--- config.mk ---
export PLATFORM = sky130hd
export DESIGN_NAME = boot_cmd_sequencer
export DESIGN_NICKNAME = d
export VERILOG_FILES = /design/src/rtl/boot_cmd_sequencer.sv
export SDC_FILE = /design/constraint.sdc
export NUM_CORES = 1
export LEC_CHECK = 0
export CAP_MARGIN = 20
export CORE_ASPECT_RATIO = 0.7
export CORE_MARGIN = 2
export CORE_UTILIZATION = 45
export DETAILED_ROUTE_END_ITERATION = 8
export GPL_TIMING_DRIVEN = 1
export HOLD_SLACK_MARGIN = 0.05
export PLACE_DENSITY = 0.68
export SLEW_MARGIN = 20
export SYNTH_ARGS = -nofsm -noshare
export SYNTH_HDL_FRONTEND = slang
export SYNTH_SLANG_ARGS = --single-unit
export TNS_END_PERCENT = 50
--- constraint.sdc ---
create_clock -name clk -period 2.5 [get_ports clk]
set_input_delay 0.5 -clock clk [delete_from_list [all_inputs] [get_ports clk]]
set_output_delay 0.5 -clock clk [all_outputs]
set_load 0.01 [all_outputs]
--- src/rtl/boot_cmd_sequencer.sv ---
// Boot command sequencer: UART-framed opcodes drive LEDs, SPI flash bytes and a version query.
// Optional inter-byte timeout abort is built when BOOT_SEQ_TIMEOUT_EN is defined.
module boot_cmd_sequencer #(
    parameter int          TIMEOUT_CYCLES = 12000,
    parameter logic [7:0]  VERSION        = 8'h01
) (
    input  logic       clk,
    input  logic       reset,
    input  logic       rx_valid,
    input  logic [7:0] rx_data,
    output logic       tx_valid,
    input  logic       tx_ready,
    output logic [7:0] tx_data,
    output logic       spi_start,
    output logic [7:0] spi_wdata,
    input  logic       spi_done,
    input  logic [7:0] spi_rdata,
    output logic       spi_cs_n,
    output logic [4:0] leds
);

    typedef enum logic [2:0] {
        IDLE, GET_LEN, LED, SPI_ISSUE, SPI_WAIT, SPI_ECHO, DRAIN, RESP
    } state_t;

    state_t     state;
    logic [7:0] fifo_mem [4];
    logic [1:0] wr_ptr, rd_ptr;
    logic [2:0] fifo_count;
    logic       fifo_empty, fifo_full, push, pop;
    logic [7:0] head;
    logic [7:0] opcode, remaining;
    logic       first_byte, unknown_op, ver_pending, aborted, overrun;
    logic       timeout_hit;

    assign fifo_empty = (fifo_count == 3'd0);
    assign fifo_full  = (fifo_count == 3'd4);
    assign head       = fifo_mem[rd_ptr];
    assign push       = rx_valid && (!fifo_full || pop);

    // Any byte still offered to the UART stalls all consumption of the FIFO.
    always_comb begin
        pop = 1'b0;
        if (!fifo_empty && !tx_valid &&
            (state inside {IDLE, GET_LEN, LED, SPI_ISSUE, DRAIN}))
            pop = 1'b1;
    end

    always_ff @(posedge clk) begin
        if (reset) begin
            wr_ptr     <= 2'd0;
            rd_ptr     <= 2'd0;
            fifo_count <= 3'd0;
        end else begin
            if (push) begin
                fifo_mem[wr_ptr] <= rx_data;
                wr_ptr           <= wr_ptr + 2'd1;
            end
            if (pop)
                rd_ptr <= rd_ptr + 2'd1;
            case ({push, pop})
                2'b10:   fifo_count <= fifo_count + 3'd1;
                2'b01:   fifo_count <= fifo_count - 3'd1;
                default: ;
            endcase
        end
    end

`ifdef BOOT_SEQ_TIMEOUT_EN
    localparam int TO_W = $clog2(TIMEOUT_CYCLES + 1);
    logic [TO_W-1:0] to_count;
    logic            counting;

    assign counting    = fifo_empty && (state != IDLE) && (state != RESP);
    assign timeout_hit = counting && (to_count == TO_W'(TIMEOUT_CYCLES - 1));

    always_ff @(posedge clk) begin
        if (reset || !counting || timeout_hit)
            to_count <= '0;
        else
            to_count <= to_count + 1'b1;
    end
`else
    assign timeout_hit = 1'b0;
`endif

    always_ff @(posedge clk) begin
        if (reset) begin
            state       <= IDLE;
            tx_valid    <= 1'b0;
            tx_data     <= 8'h00;
            spi_start   <= 1'b0;
            spi_wdata   <= 8'h00;
            spi_cs_n    <= 1'b1;
            leds        <= 5'b00000;
            opcode      <= 8'h00;
            remaining   <= 8'h00;
            first_byte  <= 1'b0;
            unknown_op  <= 1'b0;
            ver_pending <= 1'b0;
            aborted     <= 1'b0;
            overrun     <= 1'b0;
        end else begin
            spi_start <= 1'b0;
            if (tx_valid && tx_ready)
                tx_valid <= 1'b0;

            if (timeout_hit) begin
                spi_cs_n    <= 1'b1;
                aborted     <= 1'b1;
                ver_pending <= 1'b0;
                state       <= RESP;
            end else begin
                case (state)
                    IDLE: if (pop) begin
                        opcode <= head;
                        state  <= GET_LEN;
                    end
                    GET_LEN: if (pop) begin
                        remaining   <= head;
                        first_byte  <= 1'b1;
                        unknown_op  <= 1'b0;
                        ver_pending <= 1'b0;
                        aborted     <= 1'b0;
                        case (opcode)
                            8'h01: state <= (head == 8'h00) ? RESP : LED;
                            8'h02: begin
                                if (head != 8'h00) begin
                                    spi_cs_n <= 1'b0;
                                    state    <= SPI_ISSUE;
                                end else begin
                                    state <= RESP;
                                end
                            end
                            8'h03: begin
                                ver_pending <= 1'b1;
                                state       <= (head == 8'h00) ? RESP : DRAIN;
                            end
                            default: begin
                                unknown_op <= 1'b1;
                                state      <= (head == 8'h00) ? RESP : DRAIN;
                            end
                        endcase
                    end
                    LED: if (pop) begin
                        if (first_byte)
                            leds <= head[4:0];
                        first_byte <= 1'b0;
                        remaining  <= remaining - 8'd1;
                        if (remaining == 8'd1)
                            state <= RESP;
                    end
                    DRAIN: if (pop) begin
                        remaining <= remaining - 8'd1;
                        if (remaining == 8'd1)
                            state <= RESP;
                    end
                    SPI_ISSUE: if (pop) begin
                        spi_start <= 1'b1;
                        spi_wdata <= head;
                        remaining <= remaining - 8'd1;
                        state     <= SPI_WAIT;
                    end
                    SPI_WAIT: if (spi_done) begin
                        tx_data  <= spi_rdata;
                        tx_valid <= 1'b1;
                        state    <= SPI_ECHO;
                    end
                    SPI_ECHO: if (tx_valid && tx_ready) begin
                        if (remaining == 8'd0) begin
                            spi_cs_n <= 1'b1;
                            state    <= RESP;
                        end else begin
                            state <= SPI_ISSUE;
                        end
                    end
                    RESP: if (!tx_valid) begin
                        tx_valid <= 1'b1;
                        if (ver_pending) begin
                            tx_data     <= VERSION;
                            ver_pending <= 1'b0;
                        end else begin
                            if (aborted)
                                tx_data <= 8'hEF;
                            else if (overrun)
                                tx_data <= 8'hE0;
                            else if (unknown_op)
                                tx_data <= 8'hEE;
                            else
                                tx_data <= 8'hA5;
                            if (!aborted)
                                overrun <= 1'b0;
                            state <= IDLE;
                        end
                    end
                    default: state <= IDLE;
                endcase
            end

            // A drop in this cycle must survive the clear performed by an E0 response.
            if (rx_valid && fifo_full && !pop)
                overrun <= 1'b1;
        end
    end

endmodule
Yosys cells after proc, flatten, opt, wreduce, memory -nomap -nowiden
Memories as Yosys holds them, arrays and structs flattened. A register that Yosys moved wholly into a read port is not among the register bits.
Index checks and enable logic that the tools add are counted.
{"block": "classes", "add_sub_neg": 5, "n_eq_ne": 30, "muxes": 54, "n_bitwise": 1, "n_reduce_logical": 39}
{"cell": "$mux 8", "n": 5}
{"cell": "$mux 3", "n": 12}
{"cell": "$pmux 8 s2", "n": 2}
{"cell": "$mux 1", "n": 24}
{"cell": "$pmux 3 s7", "n": 1}
{"cell": "$ne 2x2->1 const B", "n": 9}
{"cell": "$reduce_and 3->1", "n": 6}
{"cell": "$eq 8x1->1 const B", "n": 2}
{"cell": "$eq 8x2->1 const B", "n": 2}
{"cell": "$logic_not 8->1", "n": 2}
{"cell": "$eq 3x3->1 const B", "n": 5}
{"cell": "$mux 7", "n": 2}
{"cell": "$ne 2x1->1 const B", "n": 7}
{"cell": "$reduce_bool 2->1", "n": 7}
{"cell": "$pmux 3 s2", "n": 2}
{"cell": "$reduce_and 9->1", "n": 1}
{"cell": "$pmux 1 s2", "n": 4}
{"cell": "$reduce_bool 8->1", "n": 1}
{"cell": "$sub 8x1->8 const B", "n": 1}
{"cell": "$eq 3x2->1 const B", "n": 2}
{"cell": "$logic_and 1x1->1", "n": 6}
{"cell": "$logic_not 3->1", "n": 2}
{"cell": "$reduce_and 2->1", "n": 3}
{"cell": "$reduce_and 6->1", "n": 1}
{"cell": "13 further kinds", "n": 20}
{"block": "word_totals", "regBits": 54, "ramBits": 32, "input_bits": 21, "output_inout_bits": 24, "elab_cells": 146, "n_memories": 1}
{"memory": "fifo_mem", "depth": 4, "word_bits": 8, "rd": 1, "rd_ports_with_merged_regs": 1, "wr": 1, "line_no": "27", "text": "logic [7:0] fifo_mem [4];"}

Longest topological paths before layout
Gate-level depths: netlist of run 1.
{"block": "logic_depth", "word_depth": 10, "mapped_depth": 10}

Worst setup path after synthesis of run 1
Ideal clock, no wire load.
{"block": "synth_timing", "path_kind": "flip-flop to flip-flop", "from": "reg state[1]", "to": "reg fifo_count[2]", "setup_ps": 71, "t_arrival_ps": 2328, "path_slack_ps": 101, "path_stages_with_launch": 10, "path_cell_list": "dfxtp_1 -> clkbuf_1 -> nand2b_1 -> a211oi_1 -> ha_1 -> inv_1 -> fa_1 -> xor2_1 -> or3_1 -> a21oi_1"}
{"block": "synth_between", "elab_chain_len": 8}
{"item": "start: declaration", "line_no": "26", "text": "state_t state;"}
{"item": "start signal: assignment", "line_no": "126", "text": "8'h01: state <= (head == 8'h00) ? RESP : LED;"}
{"item": "start signal: assignment", "line_no": "137", "text": "state <= (head == 8'h00) ? RESP : DRAIN;"}
{"item": "start signal: assignment", "line_no": "141", "text": "state <= (head == 8'h00) ? RESP : DRAIN;"}
{"item": "$eq 3x1->1 (tied with other cells)", "line_no": "45", "text": "(state inside {IDLE, GET_LEN, LED, SPI_ISSUE, DRAIN}))"}
{"item": "$reduce_bool 5->1 (*)", "line_no": "45"}
{"item": "$logic_and 1x1->1 (*)", "line_no": "44", "text": "if (!fifo_empty && !tx_valid &&"}
{"item": "$mux 1 (*)", "line_no": "44"}
{"item": "named net pop", "line_no": "30", "text": "logic fifo_empty, fifo_full, push, pop;"}
{"item": "$logic_or 1x1->1", "line_no": "39", "text": "assign push = rx_valid && (!fifo_full || pop);"}
{"item": "$logic_and 1x1->1", "line_no": "39"}
{"item": "$eq 2x1->1 or $eq 2x2->1 (tied branches)", "line_no": "61", "text": "case ({push, pop})"}
{"item": "$pmux 3 s2 or $reduce_bool 2->1 (tied branches)"}
{"item": "end signal: assignment", "line_no": "62", "text": "2'b10: fifo_count <= fifo_count + 3'd1;"}
{"item": "end signal: assignment", "line_no": "63", "text": "2'b01: fifo_count <= fifo_count - 3'd1;"}
{"item": "end: declaration", "line_no": "29", "text": "logic [2:0] fifo_count;"}
The timed path passes the listed nets; every way through them passes the cells marked *.
A chain may end at the register's enable or synchronous reset.

==> reports/results.ini, run 1 <==
[floorplan]
floorplan.initialDensity = 0.460
core_area_um2 = 8370
die_area_um2 = 9320
row_count = 28
floorplan.die.width_um = 115
boundaryPins = 45
die_y_um = 81.4

[cts]
clk_latency_ns = 0.34
htreeDepth = 3
postCtsHoldBufs = 0
cts.root.buffer_cell = sky130_fd_sc_hd__clkbuf_16
worst_setup_hold_path_clk_slew_ns = 0.06
cts-root-to-sink-buffers = 2
cts.repair_timing.setup_buffer_count = 0
cts_num_sinks = 88
cts_tree = yes
ctsResizeCount = 0
cts_made_buffers = 9

[grt]
met1_usage = 0.265
number_of_antenna_violations_at_the_first_check_in_global_routing = 0
first_global_vias = 2633
grt_start_max_net_pins = 56
grt_first_pass_wirelength_um = 13300
aggregate_global_route_resource_usage = 0.189
met2_routing_resource_usage_after_global_routing = 0.283
top_usage_layer = met2
groute.layer.met3.usage = 0.0627
grt.overflow.total = 0

[detailed_routing]
remaining_drc_errors = 0
route.detailed.vias_per_inst = 5.40
wl_per_cell_um = 16.1
finalWirelength_um = 8270
final_antenna_net_count = 0
drt-pass1-iter-count = 4
dr.first_iter.drc_count = 163
vias = 2782

[placed_design]
place_area_um2 = 4440
detailed_place_hpwl_um = 5670
port_buffers = 44
globalplace.congestion = 0.833

[sta]
finalMaxSlewViolations = 0
final_hold_viol_count = 0
finalWorstPathRequiredPeriod_ns = 2.23
clock-skew-final_ns = 0.00675
rsz_0062_raised_after_global_routing = no
finalCritPeriodShare = 0.891
fmaxAchievable_mhz = 449
max-slew-margin-rel = 0.563
finalSetupViolations = 0
fin_setup_tns_ns = 0
tightestPinTransition_ns = 0.653

[logic_synthesis]
post_synth_inst_count = 356
post_synth_net_total = 386
synthFlopType = sky130_fd_sc_hd__dfxtp_1
mappedNetlistArea_um2 = 3850
synth_seq_cells = 88
synth_cell_type_count = 55
yosysWarningCount = 0
yosysSeqAreaShare = 0.541
synth-async-reset-ratio = 0
synth-edff-count = 32
average_instance_area_after_synthesis_um2 = 10.8

[critical_path]
start_kind = register
cp_data_required_time_ns = 2.75
worst_setup_path_end_kind = register
path_max_fanout = 8
reg2regPathDepth = 6
crit_type = reg2reg
worst-endpoint-arrival_ns = 2.48

[final_layout]
design_area_um2 = 4740
finalNetCount = 435
area_growth_pct = 23.1
layout-drive-gt1-share = 0.105
num_antenna_cells = 0
n_fill_cell = 701

[hold_path]
hold-path-cell-count = 2
hold_path_class = reg2reg

[job]
max_cap_violations = 0

[power_and_ir_drop]
p_leak_nw = 1.64
power.ir.vdd_worst_uv = 463
powerDensity_nw_per_um2 = 1030

[outcome]
status = finished clean

## worst max-delay path, stage by stage (launching register included)
cell                       delay [ns]
sky130_fd_sc_hd__dfxtp_1         0.30
sky130_fd_sc_hd__buf_4           0.19
sky130_fd_sc_hd__mux4_2          0.61
sky130_fd_sc_hd__or4_4           0.55
sky130_fd_sc_hd__nor2_4          0.16
sky130_fd_sc_hd__o211ai_2        0.11
sky130_fd_sc_hd__a221oi_2        0.21
## stage by stage
stage	cells	utilization	worst slack, ns	total power [mW]	hold slack, ns
4_1_cts	515	0.565	0.217	4.91	0.475
5_1_grt	515	0.566	0.105	5.21	0.484
3_5_place_dp	499	0.531	0.116	3.59	0.464
3_3_place_gp	499	0.531	0.183	3.56	0.455
2_1_floorplan	356	-	0.101	3.11	0.445
6_report	515	0.566	0.273	4.90	0.470
## final cells by class
type / instances / area, um2 / area share
repair buffers: 58 / 541 / 0.114
well taps: 105 / 131 / 0.0277
clock inverters: 5 / 58.8 / 0.0124
multi-input cells: 239 / 1660 / 0.350
inverters: 9 / 33.8 / 0.00713
clock buffers: 11 / 233 / 0.0491
flip-flops and latches: 88 / 2080 / 0.439
## where the power goes
part | internal (mW) | total, mW | leakage [nW] | switching [mW]
clock | 0.774 | 1.31 | 0.136 | 0.539
combinational | 0.758 | 1.75 | 0.759 | 0.991
sequential | 1.68 | 1.84 | 0.746 | 0.159
## synth_stat cells, types with 9 or more instances
library cell | instances | share of area
sky130_fd_sc_hd__nor3_1 | 9 | 0.012
sky130_fd_sc_hd__edfxtp_1 | 32 | 0.25
sky130_fd_sc_hd__nand2_1 | 25 | 0.024
sky130_fd_sc_hd__dfxtp_1 | 56 | 0.29
sky130_fd_sc_hd__a211oi_1 | 9 | 0.018
sky130_fd_sc_hd__a21oi_1 | 18 | 0.023
sky130_fd_sc_hd__mux2i_1 | 22 | 0.057
sky130_fd_sc_hd__clkbuf_1 | 17 | 0.017
sky130_fd_sc_hd__nor2_1 | 51 | 0.050
## cells by family after synthesis
family | count (synthesis) | share of synthesized area
AOI/OAI and AO/OA | 64 | 0.111
xor gates and xnor gates | 7 | 0.0159
adders and majority gates | 9 | 0.0312
buffers and inverters | 29 | 0.0306
DFF | 88 | 0.541
muxes | 30 | 0.106
and+or+nand+nor | 129 | 0.164
## state kept, by name (all words and copies together) (netlist names), named ones only
register and count:
fifo_mem 32, opcode 8, remaining 8, spi_wdata 8, tx_data 8, leds 5, fifo_count 3, state 3
rd_ptr 2, wr_ptr 2, first_byte 1, overrun 1, spi_cs_n 1, spi_start 1, tx_valid 1, unknown_op 1
ver_pending 1
## worst paths after layout
path,slack (ns),to,from
worst max register to register,0.27,state[2]$_SDFFE_PP0P_,register
worst max-delay path,0.27,state[2]$_SDFFE_PP0P_,register
worst min register to register,0.47,tx_data[0]$_SDFFE_PP0P_,tx_data[0]$_SDFFE_PP0P_
worst min-delay path,0.47,tx_data[0]$_SDFFE_PP0P_,tx_data[0]$_SDFFE_PP0P_
## cells in the final DEF (no fill, tap or decap), types with 3 or more instances in the layout
cell and instances:
sky130_fd_sc_hd__xnor2_1 3, sky130_fd_sc_hd__clkbuf_16 9, sky130_fd_sc_hd__mux4_2 6, sky130_fd_sc_hd__nor3_1 9, sky130_fd_sc_hd__and2_1 6, sky130_fd_sc_hd__nand3_1 6
sky130_fd_sc_hd__ha_1 8, sky130_fd_sc_hd__or4_1 3, sky130_fd_sc_hd__nand4_1 3, sky130_fd_sc_hd__nor2_1 51, sky130_fd_sc_hd__a311oi_1 3, sky130_fd_sc_hd__xor2_1 4
sky130_fd_sc_hd__nand2b_1 8, sky130_fd_sc_hd__a22oi_1 4, sky130_fd_sc_hd__mux2i_1 22, sky130_fd_sc_hd__inv_1 8, sky130_fd_sc_hd__a21oi_1 18, sky130_fd_sc_hd__edfxtp_1 32
sky130_fd_sc_hd__o21ai_0 8, sky130_fd_sc_hd__o21ai_1 7, sky130_fd_sc_hd__dfxtp_1 56, sky130_fd_sc_hd__clkdlybuf4s50_1 43, sky130_fd_sc_hd__nor4_1 4, sky130_fd_sc_hd__nand2_1 25
sky130_fd_sc_hd__a211oi_1 8, sky130_fd_sc_hd__buf_4 14
## per-layer routing
| metal | part of all wire | up-vias | wire length [um] |
|---|---|---|---|
| met5 | 0 | - | 0 |
| met4 | 0.010 | 0 | 84 |
| met3 | 0.045 | 6 | 369 |
| met2 | 0.45 | 49 | 3710 |
| met1 | 0.50 | 1338 | 4110 |
| li1 | - | 1389 | - |
Power figures use the tool's default switching activity.
==> run 2: changes to the inputs <==
--- a/config.mk
+++ b/config.mk
@@ -13,7 +13,6 @@
 export GPL_TIMING_DRIVEN = 1
 export HOLD_SLACK_MARGIN = 0.05
 export PLACE_DENSITY = 0.68
-export SLEW_MARGIN = 20
 export SYNTH_ARGS = -nofsm -noshare
 export SYNTH_HDL_FRONTEND = slang
 export SYNTH_SLANG_ARGS = --single-unit
==> results of run 2 <==
No change in the layout: final DEF, timing and power equal those of run 1.
